File: config.mk
export PLATFORM = sky130hd
export DESIGN_NAME = cpu_core_mc
export DESIGN_NICKNAME = d
export VERILOG_FILES = /design/src/rtl/cpu_core_mc.sv
export SDC_FILE = /design/constraint.sdc
export NUM_CORES = 1
export LEC_CHECK = 0
export ABC_AREA = 1
export BUFFER_PORTS_ARGS = -buffer_cell sky130_fd_sc_hd__buf_2
export CAP_MARGIN = 5
export CORE_MARGIN = 10
export CORE_UTILIZATION = 35
export CTS_CLUSTER_SIZE = 12
export DETAILED_ROUTE_END_ITERATION = 8
export PLACE_DENSITY_LB_ADDON = 0.1
export SLEW_MARGIN = 20
export SYNTH_ARGS = -nofsm -noshare
export SYNTH_HDL_FRONTEND = slang
export SYNTH_SLANG_ARGS = --single-unit
File: constraint.sdc
create_clock -name clk -period 2.7 [get_ports clk]
set_clock_uncertainty 0.1 [all_clocks]
set_input_delay 0.27 -clock clk [delete_from_list [all_inputs] [get_ports clk]]
set_output_delay 0.27 -clock clk [all_outputs]
set_load 0.02 [all_outputs]
File: src/rtl/cpu_core_mc.sv
// cpu_core_mc: multi-cycle accumulator CPU core with register file, call stack and data-memory handshake
module cpu_core_mc #(
    parameter int DATA_W      = 8,
    parameter int PC_W        = 5,
    parameter int DM_AW       = 10,
    parameter int REG_N       = 8,
    parameter int STACK_DEPTH = 4
) (
    input  logic              clk,
    input  logic              clr,
    output logic [PC_W-1:0]   pm_addr,
    input  logic [15:0]       pm_data,
    output logic              dm_req,
    output logic              dm_we,
    output logic [DM_AW-1:0]  dm_addr,
    output logic [DATA_W-1:0] dm_wdata,
    input  logic [DATA_W-1:0] dm_rdata,
    input  logic              dm_ack,
    output logic [DATA_W-1:0] o_data,
    output logic [1:0]        flags,
    output logic              halted,
    output logic              err
);
    localparam int RW = $clog2(REG_N);
    localparam int SW = $clog2(STACK_DEPTH + 1);
    localparam logic [1:0] FETCH = 2'd0, EXEC = 2'd1, MEM = 2'd2, STOP = 2'd3;
    localparam logic [PC_W-1:0] PC_ONE = PC_W'(1);
    localparam logic [SW-1:0] SP_ONE = SW'(1);
    localparam logic [SW-1:0] SP_FULL = SW'(STACK_DEPTH);
    logic [1:0]        state;
    logic [PC_W-1:0]   pc, pc_inc, target;
    logic [SW-1:0]     sp;
    logic [DATA_W-1:0] acc, rv, imm, acc_n;
    logic [DATA_W:0]   sum, diff;
    logic              c, z, c_n, c_we, acc_we, mem_we, unused;
    logic [3:0]        op;
    logic [RW-1:0]     r;
    logic [DM_AW-1:0]  mem_addr;
    logic [DATA_W-1:0] regs [REG_N];
    logic [PC_W-1:0]   stack [2**SW];
    assign op = pm_data[15:12];
    assign r = pm_data[RW-1:0];
    assign target = pm_data[PC_W-1:0];
    assign imm = DATA_W'(pm_data[7:0]);
    assign rv = regs[r];
    assign sum = {1'b0, acc} + {1'b0, rv};
    assign diff = {1'b0, acc} - {1'b0, rv};
    assign pc_inc = pc + PC_ONE;
    assign unused = ^pm_data;
    assign pm_addr = pc;
    assign dm_req = state == MEM;
    assign dm_we = dm_req && mem_we;
    assign dm_addr = mem_addr;
    assign dm_wdata = acc;
    assign o_data = acc;
    assign flags = {c, z};
    // ALU result and flag-update enables for the instruction being executed
    always_comb begin
        acc_n = '0;
        acc_we = 1'b1;
        c_we = 1'b0;
        c_n = 1'b0;
        case (op)
            4'h1: acc_n = imm;
            4'h2: acc_n = rv;
            4'h4: {c_we, c_n, acc_n} = {1'b1, sum};
            4'h5: {c_we, c_n, acc_n} = {1'b1, diff};
            4'h6: {c_we, acc_n} = {1'b1, acc & rv};
            4'h7: {c_we, acc_n} = {1'b1, acc | rv};
            4'h8: {c_we, acc_n} = {1'b1, acc ^ rv};
            default: acc_we = 1'b0;
        endcase
    end
    // FETCH/EXEC/MEM/STOP sequencing with architectural state updates
    always_ff @(posedge clk) begin
        if (!clr) begin
            state <= FETCH;
            pc <= '0;
            acc <= '0;
            c <= 1'b0;
            z <= 1'b0;
            sp <= '0;
            mem_we <= 1'b0;
            mem_addr <= '0;
            halted <= 1'b0;
            err <= 1'b0;
            for (int i = 0; i < REG_N; i++) regs[i] <= '0;
        end else begin
            case (state)
                FETCH: state <= EXEC;
                EXEC: begin
                    state <= FETCH;
                    pc <= pc_inc;
                    if (acc_we) begin
                        acc <= acc_n;
                        z <= acc_n == '0;
                    end
                    if (c_we) c <= c_n;
                    case (op)
                        4'h3: regs[r] <= acc;
                        4'h9, 4'hA: begin
                            pc <= pc;
                            mem_we <= op == 4'hA;
                            mem_addr <= pm_data[DM_AW-1:0];
                            state <= MEM;
                        end
                        4'hB: pc <= target;
                        4'hC: if (z) pc <= target;
                        4'hD: if (c) pc <= target;
                        4'hE: begin
                            if (sp == SP_FULL) begin
                                pc <= pc;
                                err <= 1'b1;
                                halted <= 1'b1;
                                state <= STOP;
                            end else begin
                                stack[sp] <= pc_inc;
                                sp <= sp + SP_ONE;
                                pc <= target;
                            end
                        end
                        4'hF: begin
                            if (pm_data[0] || sp == '0) begin
                                pc <= pc;
                                err <= !pm_data[0];
                                halted <= 1'b1;
                                state <= STOP;
                            end else begin
                                pc <= stack[sp - SP_ONE];
                                sp <= sp - SP_ONE;
                            end
                        end
                        default: ;
                    endcase
                end
                MEM: begin
                    if (dm_ack) begin
                        if (!mem_we) begin
                            acc <= dm_rdata;
                            z <= dm_rdata == '0;
                        end
                        pc <= pc_inc;
                        state <= FETCH;
                    end
                end
                default: ;
            endcase
        end
    end
endmodule

==> results.sh, run 1 <==
export IMPL_clkSlewWorstSetupHoldPaths_ns=0.07
export IMPL_reg2reg_depth=14
export IMPL_yosysUniqueCellTypes=43
export IMPL_clockBufferDepth=2
export IMPL_gp_congestion=0.936
export IMPL_cts_tree="yes"
export IMPL_grt_pass1_vias=6775
export IMPL_rsz0062_at_grt="true"
export IMPL_layout_commonest_cell="nand2_1"
export IMPL_cp_max_fo=4
export IMPL_worstPathCellList="nand2_1 -> a21oi_1 -> o21ai_0 -> nand2_1 -> inv_2 -> buf_4 -> fa_2 -> nand2_1 -> nand4_1 -> nor2_1 -> nand3_1 -> nor2_1 -> nand3_1 -> a21oi_1"
export IMPL_crit_path_end="z"
export IMPL_synth_nets=1018
export IMPL_synth_edf_count=104
export IMPL_ff2ff_setup_slack_ns=0.18
export IMPL_yosysSeqAreaShare=0.486
export IMPL_vias=6814
export IMPL_worstSetupStartpointType="flip-flop"
export IMPL_path_class="flip-flop to flip-flop"
export IMPL_track_usage=0.172
export IMPL_cp_startpoint="regs[6][1]"
export IMPL_fin_crit_sh=0.932
export IMPL_drt_iter0_markers=517
export IMPL_routedWlPerCell_um=17.6
export IMPL_setup_tns_ns=0
export IMPL_p_leak_nw=4.22
export IMPL_synth_ff_latch_count=137
export IMPL_cp_num_buf_inv=2
export IMPL_num_io_pins=64
export IMPL_arrival_ns=2.77
export IMPL_slew_viol_final=0
export IMPL_routed_top_layer="met4"
export IMPL_grt_overflow=0
export IMPL_via_per_inst=4.93
export IMPL_cts_sinks=137
export IMPL_die_w_um=169
export IMPL_synth_main_ff_cell="edfxtp_1"
export IMPL_met2WireLength_um=10900
export IMPL_ctsHtreeMaxLevel=4
export IMPL_dpl_hpwl_um=17600
export IMPL_wl_um=24300
export IMPL_clockRootBuffer="clkbuf_16"
export IMPL_netlist_area_um2=7780
export IMPL_yosysWarnings=0
export IMPL_setup_viol=0
export IMPL_synthCells=958
export IMPL_cp_num_cells=14
export IMPL_mostFrequentLayoutCells="nand2_1, nor2_1, edfxtp_1"
export IMPL_drc=0
export IMPL_r2r_start="regs[6][1]"
export IMPL_grt_max_degree=38
export IMPL_r2r_end="z"
export IMPL_async_reset_ff_frac=0
export IMPL_die_height_um=169
export IMPL_dieArea_um2=28600
export IMPL_crit_required_ns=2.95
export IMPL_p_per_area_nw_per_um2=592
export IMPL_grt_pass1_wl_um=38600
export IMPL_tightest_slew_ns=0.611
export IMPL_cap_viol_max_count=0
export IMPL_row_count=54
export IMPL_min_path_type="primary input to flip-flop"
export IMPL_ant_nets=0
export IMPL_layout_nets=1149
export IMPL_fin_crit_ns=2.52
export IMPL_placement_io_buffers=61
export IMPL_antenna_found_initial=0
export IMPL_start_util=0.356
export IMPL_syn_avg_cell_area_um2=8.12
export IMPL_stdcell_area_um2=9570
export IMPL_worst_setup_path_end_kind="flip-flop"
export IMPL_first_pass_iters=7
export IMPL_clock_fmax_mhz=397
export IMPL_diodes=0
export IMPL_postPlaceCellArea_um2=8900
export IMPL_ir_worst_vdd_mv=0.412
export IMPL_crit_path_max_incr_delay_ns=0.42
export IMPL_cts_buffers=17
export IMPL_route_met3_wl_um=934
export IMPL_crit_slowest_cell="fa_2"
export IMPL_slew_headroom=0.591
export IMPL_clock_latency_ns=0.42
export IMPL_drt_met1_wl_um=12000
export IMPL_drive_above_1_share=0.203
export IMPL_cpLargestDelayFamily="simple AND/OR/NAND/NOR gates"
export IMPL_core_area_um2=21800
export IMPL_cpMostUsedCell="nand2_1"
export IMPL_final_hold_viol_count=0
export IMPL_synthToLayoutAreaGrowth_pct=23.0
export IMPL_status="finished clean"
-- cell families after synthesis --
| group | Yosys count | synth area share |
|---|---|---|
| XOR/XNOR | 6 | 0.00676 |
| adder cells (fa/ha/maj) | 33 | 0.0550 |
| AO/OA/AOI/OAI | 140 | 0.0993 |
| AND/OR/NAND/NOR | 517 | 0.280 |
| buffers and inverters | 125 | 0.0721 |
| flip-flops | 137 | 0.486 |
-- synth_stat cells (5+ instances only) --
master	number	area (um2)
nand2_1	282	1060
nor2_1	143	537
edfxtp_1	104	3120
inv_1	71	267
o21ai_0	56	280
a21oi_1	55	275
nand3_1	42	210
dfxtp_1	33	661
ha_1	31	388
nor3_1	15	75.1
clkbuf_1	13	48.8
buf_4	11	82.6
buf_2	10	50.1
nand4_1	10	62.6
clkinv_1	7	26.3
o211ai_1	7	52.6
inv_2	6	22.5
nand4_2	6	75.1
buf_6	5	56.3
o221ai_1	5	43.8
xor2_1	5	43.8
-- through the flow --
stage                     hold WS [ns]  setup slack (ns)  utilization  power, mW  std cells
after floorplan                  0.318             0.155            -       2.96        958
after global placement           0.352            -0.264        0.408       3.35       1346
after detailed placement         0.356            -0.285        0.408       3.35       1346
after CTS                       0.0202            0.0551        0.435       5.68       1379
after global routing            0.0629           -0.0173        0.438       5.92       1381
final                           0.0313             0.184        0.438       5.67       1381
-- layout make-up --
| type | count | area, um2 |
|---|---|---|
| clock buffer | 18 | 429 |
| clock inverter | 13 | 145 |
| fill | 2219 | 12300 |
| inverter | 84 | 315 |
| multi-input combinational | 696 | 3490 |
| sequential | 137 | 3780 |
| tap | 280 | 350 |
| timing repair buffer | 153 | 1050 |
-- per-layer routing --
layer | vias up | GRT usage
li1 | 3445 | -
met1 | 3174 | 0.247
met2 | 167 | 0.260
met3 | 28 | 0.0285
met4 | 0 | 0.0510
met5 | - | 0
-- registers in the layout, summed over array words and instances (netlist names) --
register,flops
z,1
err,1
mem_we,1
halted,1
sp,3
dm_addr,10
c,1
regs,64
stack,40
pm_addr,5
dm_wdata,8
state,2
-- worst min-delay path: cells and delay by family --
family | cells | cell delay (ns)
buffers and inverters | 1 | 0.10
and+or+nand+nor | 1 | 0.07
AOI/OAI and AO/OA | 1 | 0.08
-- worst min-delay path by stage --
stage                from          to  slack, ns  cells after the start
6_report       pm_data[7]  dm_addr[7]       0.03                      3
2_1_floorplan  pm_data[6]  dm_addr[6]       0.32                      2
3_5_place_dp       halted      halted       0.36                      2
4_1_cts        pm_data[7]  dm_addr[7]       0.02                      3
5_1_grt        pm_data[7]  dm_addr[7]       0.06                      3
3_3_place_gp       halted      halted       0.35                      2
-- what timing repair did --
item | in CTS | in global routing
resized for setup | 0 | 22
hold buffers | 2 | 0
endpoints found under the hold margin | 2 | 0
setup buffers | 0 | 2
endpoints found under the setup margin | 0 | 7
-- report_power, final --
| part | switching (mW) | internal (mW) |
|---|---|---|
| Combinational | 0.610 | 0.345 |
| Sequential | 0.0451 | 2.33 |
| Clock | 0.972 | 1.37 |
| Total | 1.63 | 4.04 |
No activity file was read; power rests on OpenSTA's default activity.
==> inputs of run 2 (changes only) <==
--- a/config.mk
+++ b/config.mk
@@ -11,7 +11,9 @@
 export CORE_MARGIN = 10
 export CORE_UTILIZATION = 35
+export CTS_CLUSTER_DIAMETER = 200
 export CTS_CLUSTER_SIZE = 12
 export DETAILED_ROUTE_END_ITERATION = 8
 export PLACE_DENSITY_LB_ADDON = 0.1
+export SKIP_CTS_REPAIR_TIMING = 1
 export SLEW_MARGIN = 20
 export SYNTH_ARGS = -nofsm -noshare
==> constraint.sdc (replaced) <==
create_clock -name clk -period 2.7 [get_ports clk]
set_clock_uncertainty 0.1 [all_clocks]
set_input_delay 0.54 -clock clk [delete_from_list [all_inputs] [get_ports clk]]
set_output_delay 0.54 -clock clk [all_outputs]
set_load 0.02 [all_outputs]
==> results.sh, run 2 (synthesized netlist as in run 1, its figures left out) <==
export IMPL_status="finished clean"
export IMPL_largest_register_ffs=64
export IMPL_clockRootBuffer="clkbuf_16"
export IMPL_utilization=0.454
export IMPL_clock_latency_ns=0.42
export IMPL_seqPwrFrac=0.411
export IMPL_share_comb_of_total_power=0.182
export IMPL_cts_sinks=137
export IMPL_cp_max_fo=7
export IMPL_rsz0062_at_grt="true"
export IMPL_crit_path_max_incr_delay_ns=0.37
export IMPL_cp_num_buf_inv=6
export IMPL_fin_crit_sh=0.974
export IMPL_min_path_type="primary input to flip-flop"
export IMPL_core_area_um2=21800
export IMPL_routedWlPerCell_um=18.2
export IMPL_fill_cells=2167
export IMPL_p_sw_frac=0.301
export IMPL_die_w_um=169
export IMPL_clkSlewWorstSetupHoldPaths_ns=0.07
export IMPL_antenna_found_initial=0
export IMPL_dp_slack_ns=-0.531
export IMPL_slew_headroom=0.569
export IMPL_clock_fmax_mhz=380
export IMPL_die_height_um=169
export IMPL_total_power_mw=5.78
export IMPL_vias=7023
export IMPL_grt_overflow=0
export IMPL_whs_path_depth=3
export IMPL_seq_area_um2=3780
export IMPL_cts_tree="yes"
export IMPL_crit_required_ns=2.96
export IMPL_crit_slowest_cell="fa_2"
export IMPL_ctsHtreeMaxLevel=4
export IMPL_top_register="regs"
export IMPL_stdcell_area_um2=9900
export IMPL_internal_power_mw=4.04
export IMPL_cpMostUsedCell="nand2_2"
export IMPL_numPlacedInstances=1355
export IMPL_final_hold_viol_count=0
export IMPL_routed_top_layer="met4"
export IMPL_worstSetupStartpointType="primary input"
export IMPL_start_util=0.356
export IMPL_ir_worst_vdd_mv=0.405
export IMPL_row_count=54
export IMPL_path_class="primary input to flip-flop"
export IMPL_setup_viol=0
export IMPL_slew_viol_final=0
export IMPL_dpl_hpwl_um=18400
export IMPL_grt_pass1_wl_um=38800
export IMPL_num_io_pins=64
export IMPL_met2WireLength_um=11300
export IMPL_stdcell_count=1399
export IMPL_drive_above_1_share=0.243
export IMPL_ant_nets=0
export IMPL_cap_viol_max_count=0
export IMPL_p_leak_nw=4.37
export IMPL_p_sw_mw=1.74
export IMPL_drt_iter0_markers=591
export IMPL_worst_setup_path_end_kind="flip-flop"
export IMPL_clockPowerShare=0.408
export IMPL_multiInputGateArea_um2=3610
export IMPL_first_pass_iters=5
export IMPL_wl_um=25500
export IMPL_worstPathCellList="buf_12 -> clkinv_8 -> buf_12 -> nand2_4 -> nand2_2 -> nand2_2 -> nand2_2 -> nand2_2 -> nand2_2 -> buf_6 -> ha_4 -> inv_4 -> fa_2 -> inv_2 -> nand2_2 -> nand2_2 -> nand3b_1 -> nand2_1 -> nand2_1 -> nand3_1 -> nand4_1 -> nor2_1 -> nand3_1 -> a21oi_1"
export IMPL_gp_congestion=0.964
export IMPL_grt_pass1_vias=6632
export IMPL_arrival_ns=2.89
export IMPL_p_per_area_nw_per_um2=584
export IMPL_dieArea_um2=28600
export IMPL_drt_met1_wl_um=12600
export IMPL_cts_buffers=17
export IMPL_worst_slack_ns=0.0703
export IMPL_drc=0
export IMPL_layout_nets=1166
export IMPL_cpLargestDelayFamily="simple AND/OR/NAND/NOR gates"
export IMPL_placement_io_buffers=61
export IMPL_postPlaceCellArea_um2=8960
export IMPL_reg2reg_depth=21
export IMPL_clockBufferDepth=2
export IMPL_cp_num_cells=24
export IMPL_grt_max_degree=30
export IMPL_fin_crit_ns=2.63
export IMPL_layout_commonest_cell="nand2_1"
export IMPL_diodes=0
export IMPL_track_usage=0.174
export IMPL_mostFrequentLayoutCells="nand2_1, nor2_1, edfxtp_1"
export IMPL_via_per_inst=5.02
export IMPL_route_met3_wl_um=1290
export IMPL_synthToLayoutAreaGrowth_pct=27.3
export IMPL_tightest_slew_ns=0.645
==> run 2: cell count changes in the layout (fill, tap and decap cells not counted), sizes merged <==
cell | before | now
clkinvlp | 4 | 3
inv | 81 | 85
dlygate4sd3 | 2 | 0
bufinv | 2 | 1
clkbuf | 18 | 20
buf | 151 | 167
==> run 2: power groups by stage <==
| stage | clock network, mW | registers (mW) | logic, mW |
|---|---|---|---|
| 6_report | 2.36 | 2.37 | 1.05 |
| 5_1_grt | 2.50 | 2.38 | 1.15 |
| 4_1_cts | 2.39 | 2.37 | 0.949 |
| 3_5_place_dp | 0 | 2.42 | 0.944 |
| 3_3_place_gp | 0 | 2.42 | 0.956 |
| 2_1_floorplan | 0 | 2.43 | 0.531 |
==> run 2: worst paths after layout <==
check,from,to,slack [ns]
worst max-delay path,pm_data[0],z,0.07
worst min-delay path,pm_data[9],dm_addr[9],0.27
worst max register to register,regs[4][0],z,0.10
worst min register to register,mem_we,mem_we,0.36
==> run 2: cell type report <==
| type | count | area share |
|---|---|---|
| well taps | 280 | 0.0354 |
| flip-flops and latches | 137 | 0.382 |
| multi-input cells | 696 | 0.364 |
| repair buffers | 170 | 0.126 |
| clock buffers | 17 | 0.0430 |
| clock inverters | 15 | 0.0157 |
| inverters | 84 | 0.0337 |
==> run 2: worst min-delay path: stages <==
cell     delay, ns
buf_2         0.08
o21ai_0       0.07
nor2_1        0.07
==> run 2: layer usage <==
layer,track usage,vias up
met1,0.253,3326
met2,0.259,198
met3,0.0338,25
met5,0,-
met4,0.0458,0
li1,-,3474
==> run 2: through the flow <==
step	hold WS, ns	TNS [ns]
6_report	0.273	0
5_1_grt	0.308	-0.245
4_1_cts	0.259	-0.0884
3_5_place_dp	0.357	-3.54
3_3_place_gp	0.349	-3.56
2_1_floorplan	0.341	0
